--- src/rtl/usr_pkg.sv ---
// Shared constants for the universal shift register: manual modes (which
// double as the per-bit mux selects), burst FSM states and burst directions.
package usr_pkg;

    // Manual modes; the same encoding drives the bit-slice next-state mux.
    localparam logic [1:0] MODE_HOLD = 2'b00;
    localparam logic [1:0] MODE_SHR  = 2'b01;
    localparam logic [1:0] MODE_SHL  = 2'b10;
    localparam logic [1:0] MODE_LOAD = 2'b11;

    // Burst engine states.
    typedef enum logic [1:0] {
        ST_IDLE  = 2'b00,
        ST_SHIFT = 2'b01,
        ST_DONE  = 2'b10
    } state_e;

    // Burst directions.
    localparam logic DIR_RIGHT = 1'b0;
    localparam logic DIR_LEFT  = 1'b1;

    // Map a latched burst direction onto the shift select it drives.
    function automatic logic [1:0] dir_to_sel(input logic dir);
        logic [1:0] sel;
        if (dir == DIR_LEFT) begin
            sel = MODE_SHL;
        end else begin
            sel = MODE_SHR;
        end
        return sel;
    endfunction

endpackage

--- src/rtl/usr_cell.sv ---
// One bit slice of the universal shift register: a 4:1 next-state mux
// (hold, bit from the MSB side, bit from the LSB side, parallel data)
// feeding a synchronously reset flop.
module usr_cell
    import usr_pkg::*;
(
    input  logic       clk,
    input  logic       rst,
    input  logic [1:0] sel_i,
    input  logic       from_msb_i,
    input  logic       from_lsb_i,
    input  logic       par_i,
    output logic       q_o
);

    logic q_q;
    logic q_d;

    // Select this bit's next value from the shared mode select.
    always_comb begin
        q_d = q_q;
        case (sel_i)
            MODE_HOLD: q_d = q_q;
            MODE_SHR:  q_d = from_msb_i;
            MODE_SHL:  q_d = from_lsb_i;
            MODE_LOAD: q_d = par_i;
            default:   q_d = q_q;
        endcase
    end

    // Storage flop with synchronous active-high reset.
    always_ff @(posedge clk) begin
        if (rst) begin
            q_q <= 1'b0;
        end else begin
            q_q <= q_d;
        end
    end

    assign q_o = q_q;

endmodule

--- src/rtl/univ_shift_reg.sv ---
// Parametrised universal shift register. Manual hold/shift/load operation in
// IDLE, plus a burst engine that shifts a programmed (clamped) number of
// positions in a latched direction and reports busy and a one-cycle done.
module univ_shift_reg
    import usr_pkg::*;
#(
    parameter int WIDTH = 8,
    parameter int CNT_W = $clog2(WIDTH + 1)
) (
    input  logic             clk,
    input  logic             rst,
    input  logic             en,
    input  logic [1:0]       mode,
    input  logic [WIDTH-1:0] par_in,
    input  logic             ser_in_r,
    input  logic             ser_in_l,
    input  logic             start,
    input  logic             dir,
    input  logic [CNT_W-1:0] burst_len,
    output logic [WIDTH-1:0] par_out,
    output logic             ser_out_r,
    output logic             ser_out_l,
    output logic             busy,
    output logic             done
);

    localparam logic [CNT_W-1:0] WIDTH_C = CNT_W'(WIDTH);
    localparam logic [CNT_W-1:0] ONE_C   = CNT_W'(1);
    localparam logic [CNT_W-1:0] ZERO_C  = CNT_W'(0);

    state_e           state_q, state_d;
    logic [CNT_W-1:0] cnt_q, cnt_d;
    logic             dir_q, dir_d;
    logic [1:0]       sel_s;
    logic [CNT_W-1:0] len_eff_s;
    logic [WIDTH-1:0] shreg_s;

    // Clamp the requested burst length to the register width.
    always_comb begin
        if (burst_len > WIDTH_C) begin
            len_eff_s = WIDTH_C;
        end else begin
            len_eff_s = burst_len;
        end
    end

    // Burst FSM next state, counter/direction update and the bit-slice
    // select shared by manual and burst operation.
    always_comb begin
        state_d = state_q;
        cnt_d   = cnt_q;
        dir_d   = dir_q;
        sel_s   = MODE_HOLD;
        case (state_q)
            ST_IDLE: begin
                if (start) begin
                    // A start drops any manual operation on the same cycle.
                    dir_d = dir;
                    cnt_d = len_eff_s;
                    if (burst_len == ZERO_C) begin
                        state_d = ST_DONE;
                    end else begin
                        state_d = ST_SHIFT;
                    end
                end else if (en) begin
                    sel_s = mode;
                end else begin
                    sel_s = MODE_HOLD;
                end
            end
            ST_SHIFT: begin
                sel_s = dir_to_sel(dir_q);
                cnt_d = cnt_q - ONE_C;
                if (cnt_q == ONE_C) begin
                    state_d = ST_DONE;
                end else begin
                    state_d = ST_SHIFT;
                end
            end
            ST_DONE: begin
                state_d = ST_IDLE;
            end
            default: begin
                state_d = ST_IDLE;
            end
        endcase
    end

    // FSM, counter and direction registers with synchronous reset.
    always_ff @(posedge clk) begin
        if (rst) begin
            state_q <= ST_IDLE;
            cnt_q   <= ZERO_C;
            dir_q   <= DIR_RIGHT;
        end else begin
            state_q <= state_d;
            cnt_q   <= cnt_d;
            dir_q   <= dir_d;
        end
    end

    // Bit slices; the end cells take their fill from the serial inputs.
    for (genvar i = 0; i < WIDTH; i++) begin : g_cell
        logic from_msb_s;
        logic from_lsb_s;
        if (i == WIDTH - 1) begin : g_top
            assign from_msb_s = ser_in_r;
        end else begin : g_top_mid
            assign from_msb_s = shreg_s[i+1];
        end
        if (i == 0) begin : g_bot
            assign from_lsb_s = ser_in_l;
        end else begin : g_bot_mid
            assign from_lsb_s = shreg_s[i-1];
        end
        usr_cell u_cell (
            .clk        (clk),
            .rst        (rst),
            .sel_i      (sel_s),
            .from_msb_i (from_msb_s),
            .from_lsb_i (from_lsb_s),
            .par_i      (par_in[i]),
            .q_o        (shreg_s[i])
        );
    end

    assign par_out   = shreg_s;
    assign ser_out_r = shreg_s[0];
    assign ser_out_l = shreg_s[WIDTH-1];
    assign busy      = (state_q == ST_SHIFT);
    assign done      = (state_q == ST_DONE);

endmodule
--- config.mk ---
export PLATFORM = sky130hd
export DESIGN_NAME = univ_shift_reg
export DESIGN_NICKNAME = d
export VERILOG_FILES = /design/src/rtl/usr_pkg.sv /design/src/rtl/usr_cell.sv /design/src/rtl/univ_shift_reg.sv
export SDC_FILE = /design/constraint.sdc
export NUM_CORES = 1
export LEC_CHECK = 0
export CAP_MARGIN = 20
export CELL_PAD_IN_SITES_DETAIL_PLACEMENT = 1
export CELL_PAD_IN_SITES_GLOBAL_PLACEMENT = 2
export CORE_UTILIZATION = 26
export DETAILED_ROUTE_END_ITERATION = 8
export PLACE_DENSITY_LB_ADDON = 0.1
export SKIP_CTS_REPAIR_TIMING = 1
export SLEW_MARGIN = 20
export SYNTH_ARGS = -nofsm -noshare
export SYNTH_HDL_FRONTEND = slang
export SYNTH_SLANG_ARGS = --single-unit
--- constraint.sdc ---
create_clock -name clk -period 1.95 [get_ports clk]
set_input_delay 0.195 -clock clk [delete_from_list [all_inputs] [get_ports clk]]
set_output_delay 0.195 -clock clk [all_outputs]
set_load 0.005 [all_outputs]
# Word level (Yosys, flattened, before mapping)
# Cells that the tools add are included.
[op_classes]
addsub = 1
n_lt_le_gt_ge = 1
eq_ne = 7
muxes = 19
n_reduce_logical = 6
[op_table]
columns = ["operator", "count"]
rows = [
  ["case mux 1 bit (3 select lines)", 8],
  ["two-way mux 2 bit", 6],
  ["two-way mux 4 bit", 2],
  ["case mux 2 bit (2 select lines)", 2],
  ["case mux 4 bit (2 select lines)", 1],
  ["equality test 2 bit, second input constant", 3],
  ["equality test 2 x 1 -> 1 bit, second input constant", 2],
  ["equality test 4 x 1 -> 1 bit, second input constant", 1],
  ["> comparator 4 bit, second input constant", 1],
  ["logical NOT 2 bit", 2],
  ["logical NOT 4 bit", 1],
  ["AND reduction 2 bit", 2],
  ["subtractor 4 x 1 -> 4 bit, second input constant", 1],
  ["inequality test 2 bit, second input constant", 1],
  ["nonzero test 2 bit", 1],
]
[totals]
reg_bits = 15
in_bits = 21
out_inout_bits = 12
word_cells = 45

# Logic depth before layout (Yosys ltp)
# Gate-level depths: netlist (run 1).
[logic_depth]
ltp_word = 5
depth_mapped = 6
mapped_depth_nobuf = 6

# Modules after synthesis
# From an unflattened synthesis (run 1), not the netlist that was laid out.
[unflattened]
hier_cells = 95
hier_area_um2 = 985.9
[modules_own_cells]
columns = ["module", "instances", "cells_per_inst", "area_each_um2", "seq_area_each_um2"]
rows = [
  ["univ_shift_reg", 1, 71, 535.5, 140.1],
  ["usr_cell", 8, 3, 56.3, 20.0],
]

# Worst setup path after synthesis (run 1)
# No wires, ideal clock.
[synth_path]
path_kind = "flip-flop to flip-flop"
startpoint = "register state_q[0]"
endpoint = "register g_cell[0].u_cell.q_q"
setup_time_ps = 140
arrival_ps = 1227
required_time_ps = 1810
slack_ps = 583
stages_incl_launch_ff = 7
n_path_buf = 2
period_less_slack_ps = 1367
cell_sequence = "dfxtp_1 -> buf_6 -> nor4bb_4 -> a21o_1 -> buf_6 -> mux2i_1 -> a211oi_2"
[synth_between]
elab_chain_cells = 4
elab_cells_between_ends = 8
classes_between = "4 x eq/ne; 2 x mux; 2 x reduce/logical"
[synth_lines]
columns = ["item", "line_no", "rtl"]
rows = [
  ["start, declared", "univ_shift_reg.sv:31", "state_e state_q, state_d;"],
  ["start signal, assigned", "univ_shift_reg.sv:96", "state_q <= state_d;"],
  ["equality test 2 x 1 -> 1 bit or logical NOT 2 bit (tied branches)", "univ_shift_reg.sv:54", "case (state_q)"],
  ["case mux 2 bit (2 select lines) *", "univ_shift_reg.sv:54", ""],
  ["equality test 2 bit or equality test 2 x 1 -> 1 bit (tied branches)", "usr_cell.sv:22", "case (sel_i)"],
  ["case mux 1 bit (3 select lines)", "usr_cell.sv:22", ""],
  ["end signal, assigned", "usr_cell.sv:36", "q_q <= q_d;"],
  ["end, declared", "usr_cell.sv:16", "logic q_q;"],
]
# Every way passes the cells marked *; elsewhere a longest branch is shown, timed or not.
# A chain may end at the register's enable or synchronous reset.

# Final worst setup path (run 1)
[layout_path]
startpoint = "register state_q[0]"
endpoint = "output port busy"
[layout_between]
elab_chain_cells = 1
[layout_lines]
columns = ["item", "line_no", "rtl"]
rows = [
  ["equality test 2 x 1 -> 1 bit", "univ_shift_reg.sv:130", "assign busy = (state_q == ST_SHIFT);"],
  ["end, declared", "univ_shift_reg.sv:23", "output logic busy,"],
]
# No other way between the ends.

==> flow_metrics.env, run 1 <==
export IMPL_port_buffers=32
export IMPL_synth_cell_types=35
export IMPL_wire_per_inst_um=15.0
export IMPL_drtPass1Iterations=4
export IMPL_largest_vdd_supply_drop_mv=0.331
export IMPL_critPathArrivalTime_ps=1450
export IMPL_max_slew_worst_pin_slew_ps=721
export IMPL_synthCells=135
export IMPL_final_hold_violating_endpoints=0
export IMPL_cts_root_to_sink_buffers=2
export IMPL_clock_insertion_delay_worst_skew_ps=250
export IMPL_grtUsageTotal=0.156
export IMPL_final_routed_wirelength_um=3170
export IMPL_status="finished clean"
export IMPL_fin_crit_ps=1640
export IMPL_cts_tree="yes"
export IMPL_die_width_um=67
export IMPL_ff2ff_path_depth=4
export IMPL_layout_area_overhead_vs_synth_pct=35.9
export IMPL_starting_density_of_the_core=0.273
export IMPL_synth_nets=158
export IMPL_mostFrequentLayoutCell="sky130_fd_sc_hd__clkdlybuf4s50_1"
export IMPL_dieHeight_um=67
export IMPL_synth_area_per_cell_um2=8.14
export IMPL_drive_above_1_share=0.124
export IMPL_setup_total_negative_slack_ps=0
export IMPL_critPathRequiredTime_ps=1750
export IMPL_maximum_number_of_pins_on_one_net_before_global_route_repair=18
export IMPL_io_pins=33
export IMPL_path_class="reg -> out"
export IMPL_fmax_mhz=608
export IMPL_vias=1044
export IMPL_worstReg2RegEnd="g_cell[0].u_cell.q_o"
export IMPL_rrSetupSlack_ps=350
export IMPL_netlist_area_um2=1100
export IMPL_worst_slew_margin_rel=0.518
export IMPL_final_max_slew_viol_count=0
export IMPL_synth_flop_cell="sky130_fd_sc_hd__dfxtp_1"
export IMPL_grt_met2_usage=0.215
export IMPL_power_per_cell_area_nw_per_um2=661
export IMPL_fin_nets=185
export IMPL_setup_slack_after_placement_ps=87.2
export IMPL_grt_overflow_total=0
export IMPL_antenna_found_initial=0
export IMPL_busiest_metal_layer_after_global_routing="met1"
export IMPL_cts_buffers_inserted=3
export IMPL_path_max_fanout=9
export IMPL_yosysSeqAreaShare=0.273
export IMPL_endpoint_kind="output pin"
export IMPL_yosys_register_bits=15
export IMPL_crit_start="state_q[0]"
export IMPL_setup_viol_count_final=0
export IMPL_instance_count_along_the_most_critical_hold_path=2
export IMPL_htree_levels=1
export IMPL_dr_first_iter_drc_count=62
export IMPL_drt_drc_violations_left=0
export IMPL_final_period_util=0.844
export IMPL_drv_cap=0
export IMPL_first_pass_grt_wire_length_um=5170
export IMPL_clock_skew_ps=1.98
export IMPL_timing_critical_path_from_type="register"
export IMPL_unrepaired_setup_endpoints_after_global_routing="false"
export IMPL_clkTransAtPathRegs_ps=70
export IMPL_power_leakage_nw=0.568
export IMPL_avgViaCountPerCell=4.95
export IMPL_grt_pass1_vias=989
export IMPL_min_delay_path_class="reg -> reg"
export IMPL_synth_async_sr_flop_share=0
export IMPL_layout_core_utilization=0.370
export IMPL_layout_cells_most_common_list="sky130_fd_sc_hd__clkdlybuf4s50_1, sky130_fd_sc_hd__a21oi_1, sky130_fd_sc_hd__dfxtp_1"
export IMPL_postLayoutSetupSlackWorst_ps=305
export IMPL_clock_sinks=15
export IMPL_globalplace_congestion=0.756
export IMPL_antenna_left=0
export IMPL_fill_cells=501
export IMPL_cts_root_buffer="sky130_fd_sc_hd__clkbuf_8"
export IMPL_r2r_start="state_q[0]"
export IMPL_diodes=0
export IMPL_synth_enable_flop_cells=0
export IMPL_die_area_um2=4490
export IMPL_grt_util_met1=0.231
export IMPL_fin_total_pwr_uw=987
export IMPL_dp_hpwl_um=2320
export IMPL_grtUsageMet3=0.0428
export IMPL_rows=23
export IMPL_ys_warn_count=0
export IMPL_crit_end="busy"
export IMPL_core_area_um2=4030
-- kinds of logic after synthesis --
| kind of cell | count (synthesis) | share of synthesized area |
|---|---|---|
| mux | 8 | 0.0729 |
| simple gates | 33 | 0.165 |
| compound gates | 46 | 0.317 |
| flops | 15 | 0.273 |
| fa+ha+maj | 2 | 0.0228 |
| buf+inv | 31 | 0.149 |
-- through the flow --
| step | instances | cell area, um2 | hold WS [ps] |
|---|---|---|---|
| after floorplan | 135 | 1100 | 331 |
| after global routing | 211 | 1490 | 505 |
| after detailed placement | 207 | 1450 | 473 |
| after global placement | 207 | 1450 | 462 |
| after CTS | 211 | 1490 | 487 |
| final | 211 | 1490 | 480 |
-- registers in the layout, indices dropped and copies added, names as in the netlist --
signal and flops:
dir_q 1, g_cell.u_cell.q_o 8, cnt_q 4, state_q 2
-- power by group --
part | total (mW) | switching (mW) | internal, mW | leakage [nW]
Clock | 0.260 | 0.115 | 0.145 | 0.0228
Sequential | 0.390 | 0.0469 | 0.343 | 0.124
Combinational | 0.337 | 0.147 | 0.190 | 0.421
-- synthesized netlist by cell type (2+ instances only) --
| cell | count | area, um2 |
|---|---|---|
| sky130_fd_sc_hd__a32oi_1 | 2 | 17.5 |
| sky130_fd_sc_hd__clkbuf_1 | 4 | 15.0 |
| sky130_fd_sc_hd__ha_1 | 2 | 25.0 |
| sky130_fd_sc_hd__o31ai_1 | 8 | 60.1 |
| sky130_fd_sc_hd__nor3_1 | 2 | 10.0 |
| sky130_fd_sc_hd__nand2b_1 | 3 | 18.8 |
| sky130_fd_sc_hd__nor2b_1 | 3 | 18.8 |
| sky130_fd_sc_hd__a211oi_2 | 8 | 100 |
| sky130_fd_sc_hd__buf_4 | 8 | 60.1 |
| sky130_fd_sc_hd__buf_6 | 2 | 22.5 |
| sky130_fd_sc_hd__a211oi_1 | 2 | 15.0 |
| sky130_fd_sc_hd__dfxtp_1 | 15 | 300 |
| sky130_fd_sc_hd__a21oi_1 | 15 | 75.1 |
| sky130_fd_sc_hd__nand2_1 | 5 | 18.8 |
| sky130_fd_sc_hd__buf_2 | 2 | 10.0 |
| sky130_fd_sc_hd__mux2i_1 | 8 | 80.1 |
| sky130_fd_sc_hd__o21bai_1 | 2 | 15.0 |
| sky130_fd_sc_hd__inv_1 | 14 | 52.6 |
| sky130_fd_sc_hd__nor2_1 | 14 | 52.6 |
-- critical path: stages (launching register included) --
cell                              delay [ps]
sky130_fd_sc_hd__dfxtp_1                 510
sky130_fd_sc_hd__nor2b_1                 180
sky130_fd_sc_hd__clkdlybuf4s50_1         510
-- final cells by class --
cell class / count / area [um2] / share of cell area
Sequential cell: 15 / 300 / 0.201
Tap cell: 50 / 62.6 / 0.0419
Inverter: 14 / 52.6 / 0.0352
Timing Repair Buffer: 39 / 398 / 0.267
Multi-Input combinational cell: 89 / 634 / 0.425
Clock buffer: 4 / 45.0 / 0.0302
-- metal layers --
layer / vias up / routed length, um / part of all wire
met1: 493 / 1680 / 0.53
met4: 0 / 26 / 0.0082
met3: 2 / 118 / 0.037
li1: 527 / - / -
met2: 22 / 1340 / 0.42
met5: - / 0 / 0
-- worst min-delay path by stage --
stage	from	endpoint	slack (ps)
global route	dir	dir_q	500
floorplan	dir	dir_q	330
detailed placement	cnt_q[3]	cnt_q[3]	470
CTS	cnt_q[3]	cnt_q[3]	490
global placement	cnt_q[3]	cnt_q[3]	460
finish	cnt_q[3]	cnt_q[3]	480
Power figures use the tool's default switching activity.
==> run 2: changes to the inputs <==
- CORE_UTILIZATION: 26 -> 23
- clock period: 1.95 -> 1.5 ns (I/O delays scaled with it)
==> flow_metrics.env, run 2 (synthesis results as in run 1) <==
export IMPL_cts_tree="yes"
export IMPL_largest_register_ff_count=8
export IMPL_layout_area_overhead_vs_synth_pct=41.5
export IMPL_stdcell_area_um2=1550
export IMPL_numPlacedInstances=213
export IMPL_fin_total_pwr_mw=1.31
export IMPL_cts_root_to_sink_buffers=2
export IMPL_fin_crit_ps=1460
export IMPL_min_delay_path_class="in -> reg"
export IMPL_power_per_cell_area_nw_per_um2=841
export IMPL_setup_slack_after_placement_ps=-313
export IMPL_diodes=0
export IMPL_power_switching_fraction=0.317
export IMPL_rows=24
export IMPL_dp_hpwl_um=2430
export IMPL_antenna_found_initial=0
export IMPL_endpoint_kind="register"
export IMPL_critPathRequiredTime_ps=1630
export IMPL_drv_cap=0
export IMPL_pwr_share_clk=0.264
export IMPL_port_buffers=32
export IMPL_rrSetupSlack_ps=70
export IMPL_largest_vdd_supply_drop_mv=0.281
export IMPL_worstReg2RegEnd="g_cell[5].u_cell.q_o"
export IMPL_setup_viol_count_final=0
export IMPL_cp_cell_sequence="clkdlybuf4s50_1 > buf_4 > nor4bb_1 > a21oi_1 > nor2_2 > buf_12 > a211oi_2"
export IMPL_instances_no_fill=218
export IMPL_core_area_um2=4470
export IMPL_seq_power_share=0.386
export IMPL_final_routed_wirelength_um=3370
export IMPL_wire_per_inst_um=15.5
export IMPL_drive_above_1_share=0.181
export IMPL_grt_pass1_vias=1087
export IMPL_critPathTopFamily="buffers and inverters"
export IMPL_dr_first_iter_drc_count=29
export IMPL_postLayoutSetupSlackWorst_ps=36.0
export IMPL_globalplace_congestion=0.774
export IMPL_setup_total_negative_slack_ps=0
export IMPL_critical_path_n_buffers_inverters=3
export IMPL_final_hold_violating_endpoints=0
export IMPL_multi_input_comb_area_um2=646
export IMPL_fin_hold_ws_ps=451
export IMPL_place_area_um2=1480
export IMPL_clock_insertion_delay_worst_skew_ps=250
export IMPL_timing_critical_path_from_type="primary input"
export IMPL_timing_critical_path_slowest_cell_delay_ps=460
export IMPL_internal_power_uw=893
export IMPL_path_max_fanout=8
export IMPL_layout_core_utilization=0.347
export IMPL_starting_density_of_the_core=0.246
export IMPL_avgViaCountPerCell=4.92
export IMPL_clkTransAtPathRegs_ps=70
export IMPL_max_slew_worst_pin_slew_ps=381
export IMPL_first_pass_grt_wire_length_um=5540
export IMPL_register_area_um2=305
export IMPL_maximum_number_of_pins_on_one_net_before_global_route_repair=19
export IMPL_crit_start="start"
export IMPL_power_leakage_nw=0.620
export IMPL_fin_nets=190
export IMPL_die_width_um=71.1
export IMPL_grt_overflow_total=0
export IMPL_final_period_util=0.976
export IMPL_drt_drc_violations_left=2
export IMPL_cts_buffers_inserted=3
export IMPL_net_switching_power_uw=414
export IMPL_combPwrFrac=0.350
export IMPL_antenna_left=0
export IMPL_status="finished with violations"
export IMPL_cts_root_buffer="sky130_fd_sc_hd__clkbuf_8"
export IMPL_fmax_mhz=683
export IMPL_clock_skew_ps=3.17
export IMPL_vias=1073
export IMPL_grtUsageTotal=0.140
export IMPL_htree_levels=1
export IMPL_drtPass1Iterations=8
export IMPL_clock_sinks=15
export IMPL_violated_checks="design-rule violations"
export IMPL_crit_slowest_cell="sky130_fd_sc_hd__clkdlybuf4s50_1"
export IMPL_final_max_slew_viol_count=0
export IMPL_dieHeight_um=71.1
export IMPL_layout_cells_most_common_list="sky130_fd_sc_hd__clkdlybuf4s50_1, sky130_fd_sc_hd__a21oi_1, sky130_fd_sc_hd__inv_1, sky130_fd_sc_hd__nor2_1, sky130_fd_sc_hd__dfxtp_1"
export IMPL_worst_slew_margin_rel=0.742
export IMPL_path_class="in -> reg"
export IMPL_fill_cells=531
export IMPL_worst_path_stages=7
export IMPL_ff2ff_path_depth=5
export IMPL_r2r_start="state_q[0]"
export IMPL_mostFrequentLayoutCell="sky130_fd_sc_hd__clkdlybuf4s50_1"
export IMPL_io_pins=33
export IMPL_die_area_um2=5060
export IMPL_critPathArrivalTime_ps=1600
export IMPL_crit_end="g_cell[5].u_cell.q_o"
==> run 2: cell types whose count changed in the layout (fill, tap and decap cells not counted), moves of 2 or more <==
cell	change
sky130_fd_sc_hd__buf_4	+5
sky130_fd_sc_hd__clkdlybuf4s50_1	-2
sky130_fd_sc_hd__dfxtp_1	-2
sky130_fd_sc_hd__dlymetal6s2s_1	+2
==> run 2: power by group through the flow <==
stage          sequential, mW  clock, mW  combinational, mW
3_5_place_dp            0.513          0              0.455
3_3_place_gp            0.511          0              0.449
4_1_cts                 0.505      0.361              0.458
2_1_floorplan           0.494          0              0.278
6_report                0.504      0.345              0.458
5_1_grt                 0.514      0.384              0.503
==> run 2: layer usage <==
layer | up-vias | global-route usage | routed length, um
li1 | 532 | - | -
met1 | 515 | 0.189 | 1640
met2 | 22 | 0.229 | 1580
met3 | 4 | 0.0214 | 113
met4 | 0 | 0.0467 | 36
met5 | - | 0 | 0
==> run 2: area by class of cell <==
class                   count  share of cell area
repair buffers             44               0.283
multi-input cells          89               0.415
well taps                  52              0.0419
inverters                  14              0.0338
clock buffers               4              0.0290
flip-flops and latches     15               0.196
==> run 2: worst register-to-register path, cell delays in order (launching register included) <==
cell	delay [ps]
sky130_fd_sc_hd__dfxtp_4	370
sky130_fd_sc_hd__nor4bb_4	300
sky130_fd_sc_hd__a21o_1	160
sky130_fd_sc_hd__buf_12	140
sky130_fd_sc_hd__mux2i_1	240
sky130_fd_sc_hd__a211oi_2	100
==> run 2: worst min-delay path by stage <==
| stage | start | end | depth (start not counted) |
|---|---|---|---|
| 3_3_place_gp | cnt_q[3] | cnt_q[3] | 2 |
| 2_1_floorplan | dir | dir_q | 2 |
| 6_report | dir | dir_q | 3 |
| 3_5_place_dp | cnt_q[3] | cnt_q[3] | 2 |
| 5_1_grt | dir | dir_q | 3 |
| 4_1_cts | dir | dir_q | 3 |
==> patch: new RTL, settings of run 2 <==
Make the reset (`rst`) asynchronous in 2 clocked blocks. Comments in the files are not updated.
--- a/src/rtl/usr_cell.sv
+++ b/src/rtl/usr_cell.sv
@@ -30,5 +30,5 @@
 
     // Storage flop with synchronous active-high reset.
-    always_ff @(posedge clk) begin
+    always_ff @(posedge clk or posedge rst) begin
         if (rst) begin
             q_q <= 1'b0;
--- a/src/rtl/univ_shift_reg.sv
+++ b/src/rtl/univ_shift_reg.sv
@@ -88,5 +88,5 @@
 
     // FSM, counter and direction registers with synchronous reset.
-    always_ff @(posedge clk) begin
+    always_ff @(posedge clk or posedge rst) begin
         if (rst) begin
             state_q <= ST_IDLE;
Check against the original RTL: differs if rst is asserted again (counterexample within 4 cycles, from zero or initial values and one cycle with rst high); with rst held inactive, the same outputs for 10 cycles.
==> patch against run 2 <==
Synthesized cell count decreased by 20%; sequential cell count unchanged; worst hold slack got worse by 0.24 ns; worst setup slack improved by 0.049 ns; design area decreased by 4.9%; utilization increased by 1.7 points; non-clock buffer count decreased by 2; critical path depth decreased by 2; routed wire length decreased by 21%; synthesized area decreased by 9.8%.
Power is not compared: it rests on default switching activity, and its combinational part moved more than twofold at a synthesized area within 25%.
==> patch: results (changes against run 2) <==
- Slew Limit Fails: 0 (unchanged)
- Static Leakage: 0.667 nW
- Met2 routed WL: 1410 um (-11%)
- Relative max-transition margin: 72.6% (-1.6 points)
- Detailed Routing Iterations Pass 1: 3 (-5)
- Worst EP arrival: 1.56 ns (-0.04 ns)
- Post-DP HPWL: 2100 um (-14%)
- Hold Path Class: in -> async
- Via-per-instance ratio: 4.67 (-5.1%)
- Post-synth top cells: nor2_1, dfrtp_1, inv_1
- Fin Clk Skew: 0.00277 ns (-0.000404 ns)
- Vias in the first global route: 905 (-17%)
- Status: complete, no violations
- Total Routing Usage GR: 13.3% (-0.68 points)
- R2r endpoint: g_cell[3].u_cell.q_o
- RR Startpoint: state_q[0]
- Sequential fraction of the synthesis area: 37.9% (+11 points)
- CTS Buf Count: 3 (unchanged)
- R2r setup slk: 0.11 ns (+0.04 ns)
- GP Congestion: 0.710 (-8.3%)
- # diodes: 0 (unchanged)
- Largest register FFs: 8 (unchanged)
- R2R depth: 5 (unchanged)
- Hold Slack: 0.208 ns (-0.243 ns)
- Initial antenna violation count: 0 (unchanged)
- Asr flop ratio synth: 100% (+100 points)
- Syn_nets: 131 (-17%)
- First-pass GRT wire length: 4440 um (-20%)
- Pre-CTS setup slack: -0.294 ns (+0.0189 ns)
- Iteration-0 DRC Markers: 32 (+10%)
- Top post-synthesis cells by area: dfrtp_1, mux2i_1, a221oi_1, buf_4, nor2_1
- Largest net degree at the start of global routing: 16 (-3)
- Distinct cells, synth: 30 (-14%)
- Share of cells above drive strength 1: 18.1% (about the same)
- Met3 wire len: 126 um (+12%)
- Filler Cell Count: 485 (-8.7%)
- Routed WL: 2670 um (-21%)
- Nets: 168 (-12%)
- Wire length on met1: 1110 um (-33%)
-- patch: layout make-up --
type,count,share of cell area [%]
Inverter,14,3.56
Clock buffer,4,3.05
Sequential cell,15,25.5
Timing Repair Buffer,42,28.2
Tap cell,50,4.23
Multi-Input combinational cell,69,35.5
-- patch: cells by family after synthesis --
logic type                 count (synthesis)  synth area share, %
buffers and inverters                     24                 12.1
DFF                                       15                 37.9
muxes                                      9                 9.22
adders and majority gates                  2                 2.52
and+or+nand+nor                           31                 16.3
AOI/OAI and AO/OA                         27                 22.0
-- patch: how the worst max path moves through the flow --
stage,from,endpoint,slack (ns)
6_report,en,g_cell[3].u_cell.q_o,0.09
5_1_grt,en,g_cell[4].u_cell.q_o,-0.008
4_1_cts,state_q[1],busy,-0.14
3_5_place_dp,en,g_cell[2].u_cell.q_o,-0.29
3_3_place_gp,en,g_cell[5].u_cell.q_o,-0.22
2_1_floorplan,state_q[0],g_cell[6].u_cell.q_o,0.14
-- patch: routing by layer --
layer	up-vias	GRT usage, %
met2	19	22.4
met3	2	1.69
met1	441	16.7
met4	0	6.12
li1	444	-
met5	-	0
-- patch: power breakdown --
part           total [W]  switching, W  internal (W)  leakage [nW]
registers       0.000782      0.000186      0.000596         0.166
clock network   0.000340      0.000151      0.000188        0.0228
logic            0.00168      0.000737      0.000941         0.478
-- patch: per-stage QoR --
stage	area, um2	cells	utilization (%)	power [W]
6_report	1480	194	36.4	0.00280
5_1_grt	1480	194	36.4	0.00305
4_1_cts	1430	193	35.3	0.00274
3_5_place_dp	1390	189	34.2	0.00239
3_3_place_gp	1390	189	34.2	0.00236
2_1_floorplan	991	108	-	0.00176
-- patch: worst max-delay path, cell delays in order --
cell and delay [ns]:
clkdlybuf4s50_1 0.53, nor2b_1 0.18, o21ai_0 0.10, a21o_2 0.30, a221oi_1 0.30
